## src/rtl/neuron_argmax_collector_pkg.sv

```systemverilog
// Shared defaults and state encoding for the argmax collector and the classifier top.
package neuron_argmax_collector_pkg;

    localparam int PKG_NUM_CLASSES  = 10;
    localparam int PKG_OUTPUT_WIDTH = 26;
    localparam int PKG_CLASS_WIDTH  = 4;

    typedef enum logic [1:0] {
        IDLE   = 2'd0,
        SCAN   = 2'd1,
        RESULT = 2'd2
    } state_t;

endpackage

```

## src/rtl/neuron_argmax_collector_score_compare.sv

```systemverilog
// Combinational signed a > b; also reused by the classifier's result checker.
module score_compare #(
    parameter int WIDTH = 26
) (
    input  logic [WIDTH-1:0] a,
    input  logic [WIDTH-1:0] b,
    output logic             greater
);

    assign greater = $signed(a) > $signed(b);

endmodule

```

## src/rtl/neuron_argmax_collector.sv

```systemverilog
// Captures all neuron scores once every neuron is done, scans them one per clock,
// and hands the winning class and score downstream over valid/ready.
module neuron_argmax_collector
    import neuron_argmax_collector_pkg::*;
#(
    parameter int NUM_CLASSES  = PKG_NUM_CLASSES,
    parameter int OUTPUT_WIDTH = PKG_OUTPUT_WIDTH,
    parameter int CLASS_WIDTH  = PKG_CLASS_WIDTH
) (
    input  logic                                clk,
    input  logic                                rst,
    input  logic [NUM_CLASSES*OUTPUT_WIDTH-1:0] IN_SCORES,
    input  logic [NUM_CLASSES-1:0]              IN_DONE,
    output logic [CLASS_WIDTH-1:0]              OUT_CLASS,
    output logic [OUTPUT_WIDTH-1:0]             OUT_SCORE,
    output logic                                OUT_VALID,
    input  logic                                OUT_READY,
    output logic                                busy
);

    localparam logic [CLASS_WIDTH-1:0] LAST_PTR = CLASS_WIDTH'(NUM_CLASSES - 1);

    state_t                                   state_reg;
    logic                                     armed_reg;
    logic [CLASS_WIDTH-1:0]                   ptr_reg;
    logic [CLASS_WIDTH-1:0]                   idx_reg;
    logic [OUTPUT_WIDTH-1:0]                  best_reg;
    logic [NUM_CLASSES-1:0][OUTPUT_WIDTH-1:0] scores_reg;
    logic [NUM_CLASSES-1:0][OUTPUT_WIDTH-1:0] score_in;

    logic                    all_done;
    logic [OUTPUT_WIDTH-1:0] cand_score;
    logic                    cand_greater;
    logic [OUTPUT_WIDTH-1:0] best_next;
    logic [CLASS_WIDTH-1:0]  idx_next;

    genvar gi;
    generate
        for (gi = 0; gi < NUM_CLASSES; gi++) begin : g_unpack
            assign score_in[gi] = IN_SCORES[gi*OUTPUT_WIDTH +: OUTPUT_WIDTH];
        end
    endgenerate

    assign all_done   = &IN_DONE;
    assign cand_score = scores_reg[ptr_reg];

    score_compare #(.WIDTH(OUTPUT_WIDTH)) u_compare (
        .a       (cand_score),
        .b       (best_reg),
        .greater (cand_greater)
    );

    // Strict greater-than keeps the lowest index on ties.
    assign best_next = cand_greater ? cand_score : best_reg;
    assign idx_next  = cand_greater ? ptr_reg    : idx_reg;
    assign busy      = (state_reg != IDLE);

    always_ff @(posedge clk or negedge rst) begin
        if (!rst) begin
            state_reg  <= IDLE;
            armed_reg  <= 1'b1;
            ptr_reg    <= '0;
            idx_reg    <= '0;
            best_reg   <= '0;
            scores_reg <= '0;
            OUT_CLASS  <= '0;
            OUT_SCORE  <= '0;
            OUT_VALID  <= 1'b0;
        end else begin
            // Rearm only after done drops, so a held done vector yields one result.
            if (!all_done) begin
                armed_reg <= 1'b1;
            end
            case (state_reg)
                IDLE: begin
                    if (armed_reg && all_done) begin
                        scores_reg <= score_in;
                        best_reg   <= score_in[0];
                        idx_reg    <= '0;
                        ptr_reg    <= CLASS_WIDTH'(1);
                        armed_reg  <= 1'b0;
                        state_reg  <= SCAN;
                    end
                end
                SCAN: begin
                    best_reg <= best_next;
                    idx_reg  <= idx_next;
                    if (ptr_reg == LAST_PTR) begin
                        OUT_CLASS <= idx_next;
                        OUT_SCORE <= best_next;
                        OUT_VALID <= 1'b1;
                        state_reg <= RESULT;
                    end else begin
                        ptr_reg <= ptr_reg + CLASS_WIDTH'(1);
                    end
                end
                RESULT: begin
                    if (OUT_READY) begin
                        OUT_VALID <= 1'b0;
                        state_reg <= IDLE;
                    end
                end
                default: begin
                    state_reg <= IDLE;
                end
            endcase
        end
    end

endmodule

```

## config.mk

```make
export PLATFORM = sky130hd
export DESIGN_NAME = neuron_argmax_collector
export DESIGN_NICKNAME = d
export VERILOG_FILES = /design/src/rtl/neuron_argmax_collector_pkg.sv /design/src/rtl/neuron_argmax_collector_score_compare.sv /design/src/rtl/neuron_argmax_collector.sv
export SDC_FILE = /design/constraint.sdc
export NUM_CORES = 1
export LEC_CHECK = 0
export ABC_AREA = 1
export BUFFER_PORTS_ARGS = -buffer_cell sky130_fd_sc_hd__buf_4
export CAP_MARGIN = 20
export CORE_ASPECT_RATIO = 0.9
export CORE_MARGIN = 1.5
export CORE_UTILIZATION = 28
export CTS_CLUSTER_DIAMETER = 200
export DETAILED_ROUTE_END_ITERATION = 10
export PLACE_DENSITY = 0.42
export SLEW_MARGIN = 20
export SYNTH_ARGS = -nofsm -noshare
export SYNTH_HDL_FRONTEND = slang
export SYNTH_SLANG_ARGS = --single-unit
```

## constraint.sdc

```tcl
create_clock -name clk -period 6.7 [get_ports clk]
set_input_delay 1.34 -clock clk [delete_from_list [all_inputs] [get_ports clk]]
set_output_delay 1.34 -clock clk [all_outputs]
set_load 0.01 [all_outputs]
```

==> impl_metrics.ini <==
[run_status]
status = finished, final reports clean

[finish]
ratio_of_cells_with_drive_above_1_in_the_final_layout = 0.1820
layout_commonest_cell = sky130_fd_sc_hd__nand2_1
final_cell_mix = sky130_fd_sc_hd__nand2_1 (1035), sky130_fd_sc_hd__dfrtp_1 (325), sky130_fd_sc_hd__buf_4 (321)
flip_flop_count_of_the_largest_register_all_copies_and_words_added = 260
syn_to_final_growth_pct = 25.39
finish.net_count = 2722
n_antenna_cell = 0
n_fill_cell = 6263

[synth]
synth_cells = 2185
ys_dominant_reg_cell = sky130_fd_sc_hd__dfrtp_1
ys_ff_latch = 328
synth_async_sr_flop_share = 1.000
post_synthesis_net_count = 2486
synth_top_area_share = 0.4983
ys.warnings.count = 0
synthesis.area_um2 = 16420
ys_types = 29
synth_sequential_area_ratio = 0.4999
edff_count_synth = 0
synth_top_area_cell = sky130_fd_sc_hd__dfrtp_1
synth_top_cells_by_area = sky130_fd_sc_hd__dfrtp_1 (50%), sky130_fd_sc_hd__nand2_1 (24%), sky130_fd_sc_hd__o21ai_0 (4.0%)
post_synth.cell_area_avg_um2 = 7.515

[timing]
period_needed_ns = 4.750
timing.final.hold_violations = 0
totalNegativeSetupSlack_ns = 0
setup_viol = 0
max_freq_ghz = 0.2105
final.setup.worst_slack_ns = 1.950
report.final.slew_viol_count = 0
timing.final.crit_share = 0.7090
clock-skew-final_ns = 0.01934
unrepaired_setup_endpoints_after_global_routing = false
slew-limit-headroom = 0.3217
tightestPinTransition_ns = 1.018

[power_and_ir_drop]
p_per_area_nw_per_um2 = 383.3
pwr_total_w = 0.007891
irDropWorstVdd_uv = 249.8
leak_nw = 11.34

[routing]
drt-wirelength-per-cell_um = 19.23
drt-pass1-iter-count = 7
met2_wire_length_um = 29160
detail-route-antenna-nets = 0
drcViolationCount = 0
wl_met3_um = 3003
drt_iter0_markers = 950
num_vias = 14841
met1_length_um = 28620
vias_per_cell = 4.603
detail_route.wirelength_um = 62000
top_layer = met4

[floorplan]
die-area_um2 = 60110
die_w_um = 258.3
initial_core_util = 0.2820
core.rowCount = 84
coreArea_um2 = 58230
chipHeight_um = 232.7
design.portCount = 305

[global_route]
grt_first_pass_wirelength_um = 93900
grt.overflow.total = 0
first_global_vias = 15217
grt.total_usage = 0.2061
grt_antenna_before_repair = 0
grt_start_max_net_pins = 126

[clocking]
cts-root-buf = sky130_fd_sc_hd__clkbuf_16
tritoncts_num_sinks = 328
tritoncts.num_buffers = 40
hold_buffers = 0
clockBufferDepth = 3
post_cts_buffers = 0
clk-insertion-delay-late_ns = 0.57
cts_resized = 0
tritoncts = built
clk_pin_slew_ns = 0.06
ctsHtreeMaxLevel = 2

[critical_path]
cp-start-kind = flip-flop
worst-path-max-fanout = 86
cp.arrival_ns = 5.19
criticalPathCategory = flip-flop to flip-flop
critPathRequiredTime_ns = 7.14
timing.critical_path.to_type = flip-flop

[placement]
dp_hpwl_um = 43030
placement.setup.worst_slack_ns = 2.008
buffer_ports.inserted = 304
finalWeightedCongestion = 0.8675

[flow_run]
cap_violations = 0

[min_path]
hold_crit_class = flip-flop to flip-flop
-- routing by layer --
metal	up-vias	GRT usage
met5	-	0
met4	0	0.05263
met3	67	0.03279
met2	338	0.3416
met1	7131	0.2796
li1	7305	-
-- per-stage QoR --
step	instance area (µm²)	hold WS, ns	utilization	std cells
3_3_place_gp	19200	0.4561	0.3298	3152
6_report	20590	0.4729	0.3536	3224
4_1_cts	20560	0.4765	0.3531	3223
2_1_floorplan	16420	0.4436	-	2185
5_1_grt	20590	0.4908	0.3536	3224
3_5_place_dp	19200	0.4599	0.3298	3152
-- power breakdown --
group	internal (W)	leakage [nW]	switching (W)
Sequential	0.00215	4.47	0.000192
Clock	0.00136	0.677	0.000896
Combinational	0.00104	6.19	0.00226
-- path summary, 6_finish.rpt --
check,from,to,slack (ns),cells after the start
max,ptr_reg[0],OUT_SCORE[1],1.95,18
max in group asynchronous,rst,ptr_reg[1],4.43,2
min reg2reg,scores_reg[174],scores_reg[174],0.47,2
max reg2reg,ptr_reg[0],OUT_SCORE[1],1.95,18
min,scores_reg[174],scores_reg[174],0.47,2
min in group asynchronous,rst,OUT_VALID,0.80,1
-- kinds of logic (layout without fill, tap and decap cells) --
logic type | count (synthesis) | after routing | synth area share
AOI/OAI and AO/OA | 221 | 221 | 0.07749
xor gates and xnor gates | 1 | 1 | 0.0005335
buffers and inverters | 266 | 531 | 0.07269
adders and majority gates | 28 | 28 | 0.02134
and+or+nand+nor | 1341 | 1341 | 0.3280
DFF | 328 | 328 | 0.4999
-- final cells by class --
type	instances	area, µm²	share of cell area
timing repair buffer	325	2492	0.1211
inverter	135	514.2	0.02498
clock inverter	9	102.6	0.004983
clock buffer	62	1255	0.06095
tap	774	968.4	0.04703
multi-input combinational	1591	7041	0.3419
sequential	328	8217	0.3991
-- worst max-delay path, cell delays in order (launching register included) --
cell	delay (ns)
sky130_fd_sc_hd__dfrtp_4	0.73
sky130_fd_sc_hd__inv_4	0.77
sky130_fd_sc_hd__buf_4	0.43
sky130_fd_sc_hd__nor2_1	0.08
sky130_fd_sc_hd__o211ai_1	0.30
sky130_fd_sc_hd__nand3_1	0.14
sky130_fd_sc_hd__nand2_1	0.16
sky130_fd_sc_hd__ha_1	0.27
sky130_fd_sc_hd__nand2_1	0.09
sky130_fd_sc_hd__inv_1	0.09
sky130_fd_sc_hd__a21oi_1	0.15
sky130_fd_sc_hd__nand3_1	0.19
sky130_fd_sc_hd__nand2_2	0.14
sky130_fd_sc_hd__nand3_1	0.08
sky130_fd_sc_hd__nand3_1	0.28
sky130_fd_sc_hd__buf_4	0.39
sky130_fd_sc_hd__nand2_1	0.12
sky130_fd_sc_hd__nand3_1	0.10
sky130_fd_sc_hd__nand2_1	0.06
-- cell usage after synthesis (4+ instances only) --
master,number
sky130_fd_sc_hd__dfrtp_1,327
sky130_fd_sc_hd__ha_1,28
sky130_fd_sc_hd__o22ai_1,27
sky130_fd_sc_hd__buf_2,45
sky130_fd_sc_hd__o211ai_1,52
sky130_fd_sc_hd__a21oi_1,9
sky130_fd_sc_hd__buf_6,10
sky130_fd_sc_hd__inv_2,12
sky130_fd_sc_hd__o21ai_0,130
sky130_fd_sc_hd__buf_4,8
sky130_fd_sc_hd__nand3_2,31
sky130_fd_sc_hd__nor2_1,170
sky130_fd_sc_hd__nand2_1,1035
sky130_fd_sc_hd__clkbuf_1,60
sky130_fd_sc_hd__inv_1,123
sky130_fd_sc_hd__buf_1,5
sky130_fd_sc_hd__nand4_1,4
sky130_fd_sc_hd__nand3_1,94
Power figures use the tool's default switching activity.
